[src/rtl/gate_pipe.sv]
// Registered WIDTH-bit bitwise logic unit with a 2-entry output queue.
// Flags (zero/ones/parity) ride with each result; DONE_CNT counts pops.
//
// Ports:
//   CLK, RST_N                 clock, async active-low reset
//   IN_VALID/IN_READY, A, B, OP input handshake, operands, opcode
//   OUT_VALID/OUT_READY        output handshake
//   F, ZERO, ONES, PARITY      head-of-queue result and flags
//   DONE_CNT                   delivered-result counter (wraps)
module gate_pipe #(
  parameter int WIDTH = 8,
  parameter int CNT_W = 16
) (
  input  logic             CLK,
  input  logic             RST_N,
  input  logic             IN_VALID,
  output logic             IN_READY,
  input  logic [WIDTH-1:0] A,
  input  logic [WIDTH-1:0] B,
  input  logic [2:0]       OP,
  output logic             OUT_VALID,
  input  logic             OUT_READY,
  output logic [WIDTH-1:0] F,
  output logic             ZERO,
  output logic             ONES,
  output logic             PARITY,
  output logic [CNT_W-1:0] DONE_CNT
);

  typedef struct packed {
    logic [WIDTH-1:0] f;
    logic             zero;
    logic             ones;
    logic             parity;
  } entry_t;

  entry_t           mem [2];
  entry_t           new_e;
  entry_t           head;
  logic [WIDTH-1:0] res;
  logic [7:0]       op_dec;
  logic             rd_ptr;
  logic             wr_ptr;
  logic [1:0]       cnt;
  logic [CNT_W-1:0] done_cnt;
  logic             push;
  logic             pop;

  assign op_dec = 8'b1 << OP;

  always_comb begin
    res = A;
    unique case (1'b1)
      op_dec[0]: res = A & B;
      op_dec[1]: res = A | B;
      op_dec[2]: res = A ^ B;
      op_dec[3]: res = ~(A & B);
      op_dec[4]: res = ~(A | B);
      op_dec[5]: res = ~(A ^ B);
      op_dec[6]: res = ~A;
      op_dec[7]: res = A;
      default:   res = A;
    endcase
  end

  always_comb begin
    new_e.f      = res;
    new_e.zero   = ~|res;
    new_e.ones   = &res;
    new_e.parity = ^res;
  end

  // Ready depends on registered occupancy only, so a consumer stall
  // never combinationally reaches the producer.
  assign IN_READY  = (cnt != 2'd2);
  assign OUT_VALID = (cnt != 2'd0);
  assign push      = IN_VALID && IN_READY;
  assign pop       = OUT_VALID && OUT_READY;

  always_ff @(posedge CLK or negedge RST_N) begin
    if (!RST_N) begin
      mem[0]   <= '0;
      mem[1]   <= '0;
      rd_ptr   <= 1'b0;
      wr_ptr   <= 1'b0;
      cnt      <= 2'd0;
      done_cnt <= '0;
    end else begin
      if (push) begin
        mem[wr_ptr] <= new_e;
        wr_ptr      <= ~wr_ptr;
      end
      if (pop) begin
        rd_ptr   <= ~rd_ptr;
        done_cnt <= done_cnt + CNT_W'(1);
      end
      unique case ({push, pop})
        2'b10:   cnt <= cnt + 2'd1;
        2'b01:   cnt <= cnt - 2'd1;
        default: cnt <= cnt;
      endcase
    end
  end

  assign head     = mem[rd_ptr];
  assign F        = head.f;
  assign ZERO     = head.zero;
  assign ONES     = head.ones;
  assign PARITY   = head.parity;
  assign DONE_CNT = done_cnt;

endmodule

[config.mk]
export PLATFORM = sky130hd
export DESIGN_NAME = gate_pipe
export DESIGN_NICKNAME = d
export VERILOG_FILES = /design/src/rtl/gate_pipe.sv
export SDC_FILE = /design/constraint.sdc
export NUM_CORES = 1
export LEC_CHECK = 0
export CAP_MARGIN = 20
export CORE_MARGIN = 2
export CORE_UTILIZATION = 28
export DETAILED_ROUTE_END_ITERATION = 12
export PLACE_DENSITY = 0.52
export SLEW_MARGIN = 5
export SYNTH_ARGS = -nofsm -noshare
export SYNTH_HDL_FRONTEND = slang
export SYNTH_SLANG_ARGS = --single-unit
[constraint.sdc]
create_clock -name CLK -period 1.6 [get_ports CLK]
set_input_delay 0.32 -clock CLK [delete_from_list [all_inputs] [get_ports CLK]]
set_output_delay 0.32 -clock CLK [all_outputs]
set_load 0.01 [all_outputs]
======== After elaboration in Yosys (flattened, before gate mapping) ========
Cells that the tools add are included.
operators by class
  reductions and logical operators ........ 9
  $add $sub $neg .......................... 3
  shift operators ......................... 1
  bitwise gates (word level) .............. 11
  $lt $le $gt $ge ......................... 3
  eq/ne operators ......................... 3
  mux-type cells .......................... 8
operators by type and width
  kind                                                        number
  one-hot mux 8 bit (7 select lines)                          1
  2-to-1 mux 11 bit                                           4
  NOT 8 bit                                                   4
  bitwise mux 22 bit                                          1
  adder 16 x 1 -> 16 bit, second input constant               1
  demux 11 bit (select 1 bit)                                 1
  AND 8 bit                                                   1
  bitwise OR 8 bit                                            1
  AND reduction 8 bit                                         1
  OR reduction 8 bit                                          1
  XOR reduction 8 bit                                         1
  XOR 8 bit                                                   1
  << shifter 1 x 3 -> 7 bit, first input constant             1
  >= comparator 2 bit, second input constant                  2
  NOT 1 -> 2 bit                                              2
  one-hot mux 2 bit (2 select lines)                          1
  nonzero test 2 bit                                          2
  logical AND 1 bit                                           3
  adder 2 x 1 -> 2 bit, second input constant                 1
  equality test 2 x 1 -> 1 bit, second input constant         1
  equality test 2 bit, second input constant                  1
  less-than comparator 2 x 1 -> 1 bit, second input constant  1
  != test 2 bit, second input constant                        1
  NOT 1 bit                                                   2
  2 further kinds                                             2
word-level totals
  bits of input ports ..................... 23
  register bits after elaboration ......... 42

======== Longest topological paths before layout ========
  depth in word-level cells ............... 6
  mapped depth ............................ 13

======== Worst setup path before layout ========
No wires, ideal clock.
  kind .................................... in2reg
  from .................................... input port OP[1]
  to ...................................... register mem[11] (netlist name)
  setup slack ............................. -1.062 ns
  stages on the path ...................... 12
  data required time ...................... 1.475 ns
  arrival ................................. 2.538 ns
  path through ............................ buf_2 buf_2 buf_2 o21ai_0 o22ai_1 a221oi_1 inv_1 ha_1 xor2_1 xnor2_1 xnor3_1 mux2_2
RTL lines
  element                        RTL line  RTL
  start, declared                20        input logic [2:0] OP,
  end signal, assigned by index  90        mem[wr_ptr] <= new_e;
  end, declared                  37        entry_t mem [2];

======== Worst setup path in the final report ========
  from .................................... input port A[4]
  to ...................................... register mem[0] (netlist name)
on the way
  word-level cells in the longest chain between the ends .. 5
ends and longest elaborated chain
  element                                  RTL line    RTL
  start, declared                          18          input logic [WIDTH-1:0] A,
  XOR 8 bit, or another cell as far along  56, 59
  NOT 8 bit (on tied branches)             59, 57, 58
  one-hot mux 8 bit (7 select lines) *     53          unique case (1'b1)
  XOR reduction 8 bit *                    70          new_e.parity = ^res;
  bitwise mux 22 bit *                     90
Every way passes the cells marked *; elsewhere a longest branch is shown, timed or not.
A chain may end at the register's enable or synchronous reset.

==> impl_metrics.ini <==
[status]
outcome = complete, but fails checks
violations = negative setup slack

[clock_network]
root_buffer = clkbuf_8
clock_path_buffers = 2
numCtsBuffers = 5
clkLatencyLatePin_ns = 0.29
clkTransAtPathRegs_ns = 0.07
cts.sinks = 42
cts_max_level = 2
cts_tree = built

[critical_path]
start_kind = primary input
critPathBufInv = 3
path_delay_family = compound AO/OA/AOI/OAI gates
cp.arrival_ns = 2.50
max_stage_delay_ns = 0.27
crit_path_end_kind = flip-flop
critPathKind = in2reg
crit_fanout = 2
crit_path_top_delay_cell = mux2_4
cp.required_ns = 1.78
path_cells = buf_6 > buf_6 > ha_4 > buf_4 > a211o_1 > a21oi_2 > a311o_1 > ha_4 > xor2_4 > xnor2_2 > xnor3_1 > mux2_4

[worst_hold_path]
hold_class = reg2reg

[logic_synthesis]
synth.top_cells.by_count = dfrtp_1, nand2_1, ha_1, inv_1, o21ai_0
synth_nets = 355
syn_inst = 309
async_flop_share_pct = 100
ys_seq_elements = 42
ys_warn_count = 0
ys_seq_area_share_pct = 36.6
synth_most_common_cell = dfrtp_1
synth_edf_count = 0
synth_top_area_share_pct = 36.6
synth_cell_types = 46
synthFlopType = dfrtp_1
ys_top_cells_by_area = dfrtp_1, ha_1, mux2_2, nand2_1, xnor2_1
avgSynthCellArea_sq_um = 9.29
syn_area_sq_um = 2870
yosys.area.top_type = dfrtp_1

[floorplanning]
ioPinCount = 52
die_area_sq_um = 11100
core_area_sq_um = 9860
num_rows = 36
die_w_microns = 105
start_util_pct = 29.1
die-height_microns = 105

[global_route]
overflow = 0
grt_max_degree = 26
track_usage_pct = 13.2
grt_pass1_wl_microns = 12100
antenna_found_initial = 0
grt_pass1_vias = 2647

[sta]
slew_headroom_pct = 71.8
rsz0062_at_grt = yes
holdWs_ns = 0.469
min_period_ns = 2.32
setup_viol = 21
tightest_slew_ns = 0.423
slew_violations = 0
worst_slack_ns = -0.725
hold_viol = 0
fin_crit_sh_pct = 145
fin_skew_ns = 0.00203
fmax_mhz = 430

[placement]
post-dp-hpwl_microns = 4880
place_ws_ns = -1.53
port_buffers = 51
gp_congestion = 0.756

[power]
power.density_nw_per_um2 = 1180
ir_worst_vdd_uv = 501
power.leakage_nw = 2.27

[drt]
drt-pass1-iter-count = 6
drtIter0Drc = 71
wirelength_microns = 7270
wl_per_cell_microns = 12.6
vias_per_cell = 4.64
drc_errors = 0
vias = 2671
drt.antenna.violating_nets = 0

[run]
maxCapViolCount = 0

[layout]
fill_cells = 904
antenna_cells = 0
nets = 488
drive_gt1_share_pct = 49.7
area_delta_synth_final_pct = 71.1
final_util_pct = 49.8
[cells in the final DEF, fill, tap and decap left out, types with 5 or more instances in the layout]
cell type,synthesis,final
ha_1,23,7
nor2_1,16,16
a21oi_1,9,5
buf_12,0,6
buf_8,0,5
buf_4,1,53
nand2_1,41,40
inv_2,1,18
o21ai_1,0,10
ha_4,0,14
buf_6,2,40
xor2_1,6,5
mux2_4,0,15
buf_2,7,8
nand3_1,8,7
nand4_1,5,5
dlygate4sd2_1,0,7
clkdlybuf4s50_1,0,14
o21ai_2,0,8
xnor2_1,16,14
mux2i_1,7,7
clkbuf_8,0,8
dfrtp_1,42,41
a21oi_2,2,6
[metrics by stage]
| stage | std cells | area (sq um) | setup TNS [ns] | total power, mW |
|---|---|---|---|---|
| 3_3_place_gp | 523 | 3890 | -18.69 | 4.07 |
| 2_1_floorplan | 309 | 2960 | -3.02 | 2.96 |
| 6_report | 576 | 4910 | -4.72 | 5.78 |
| 5_1_grt | 576 | 4910 | -6.02 | 6.17 |
| 4_1_cts | 562 | 4550 | -4.41 | 5.42 |
| 3_5_place_dp | 523 | 3890 | -19.65 | 4.12 |
[repair_timing]
item | in CTS | in global routing
cloned | 2 | 1
resized for setup | 206 | 75
pin swaps | 38 | 30
endpoints found under the hold margin | 17 | 0
hold buffers | 1 | 0
endpoints found under the setup margin | 44 | 41
setup buffers | 34 | 16
[registers in the layout, indices dropped and copies added (netlist names)]
register,count
cnt,2
DONE_CNT,16
rd_ptr,1
wr_ptr,1
mem,22
[layer usage]
| layer | track usage (%) | share of wire [%] | vias up | wire length (microns) |
|---|---|---|---|---|
| met5 | 0 | 0 | - | 0 |
| met4 | 3.05 | 1.3 | 0 | 96 |
| met3 | 2.41 | 3.4 | 9 | 246 |
| met2 | 23.3 | 51 | 60 | 3690 |
| met1 | 16.6 | 45 | 1268 | 3240 |
| li1 | - | - | 1334 | - |
[power breakdown]
group / switching (mW) / internal, mW
Sequential: 0.200 / 1.42
Combinational: 1.38 / 2.00
Clock: 0.345 / 0.435
[worst paths after layout]
check	slack, ns	depth (start not counted)	to	start
min	0.47	1	DONE_CNT[15]	DONE_CNT[15]
min in group asynchronous	0.49	2	mem[5]	RST_N
max in group asynchronous	0.62	3	DONE_CNT[2]	RST_N
min reg2reg	0.47	1	DONE_CNT[15]	DONE_CNT[15]
max reg2reg	0.08	6	mem[12]	cnt[0]
max	-0.72	12	mem[0]	A[4]
[kinds of logic after synthesis]
group	after synthesis	synth area share (%)
AND/OR/NAND/NOR	94	15.6
multiplexers	26	9.89
buffers and inverters	41	6.32
flip-flops	42	36.6
XOR/XNOR	23	7.49
adder cells (fa/ha/maj)	23	10.0
AO/OA/AOI/OAI	60	14.1
[final cells by class]
class / count / area, sq um / area share [%]
multi-input cells: 226 / 2060 / 41.9
repair buffers: 143 / 1430 / 29.1
flip-flops and latches: 42 / 1050 / 21.4
well taps: 133 / 166 / 3.39
clock buffers: 8 / 110 / 2.24
inverters: 24 / 95.1 / 1.94
[worst reg2reg max path, stage by stage, from the launching register on]
cell and delay (ns):
dfrtp_1 0.38, buf_4 0.15, nand2b_1 0.18, nand2_1 0.19, nor2_1 0.07, buf_4 0.16, mux2_4 0.29
Power figures use the tool's default switching activity.
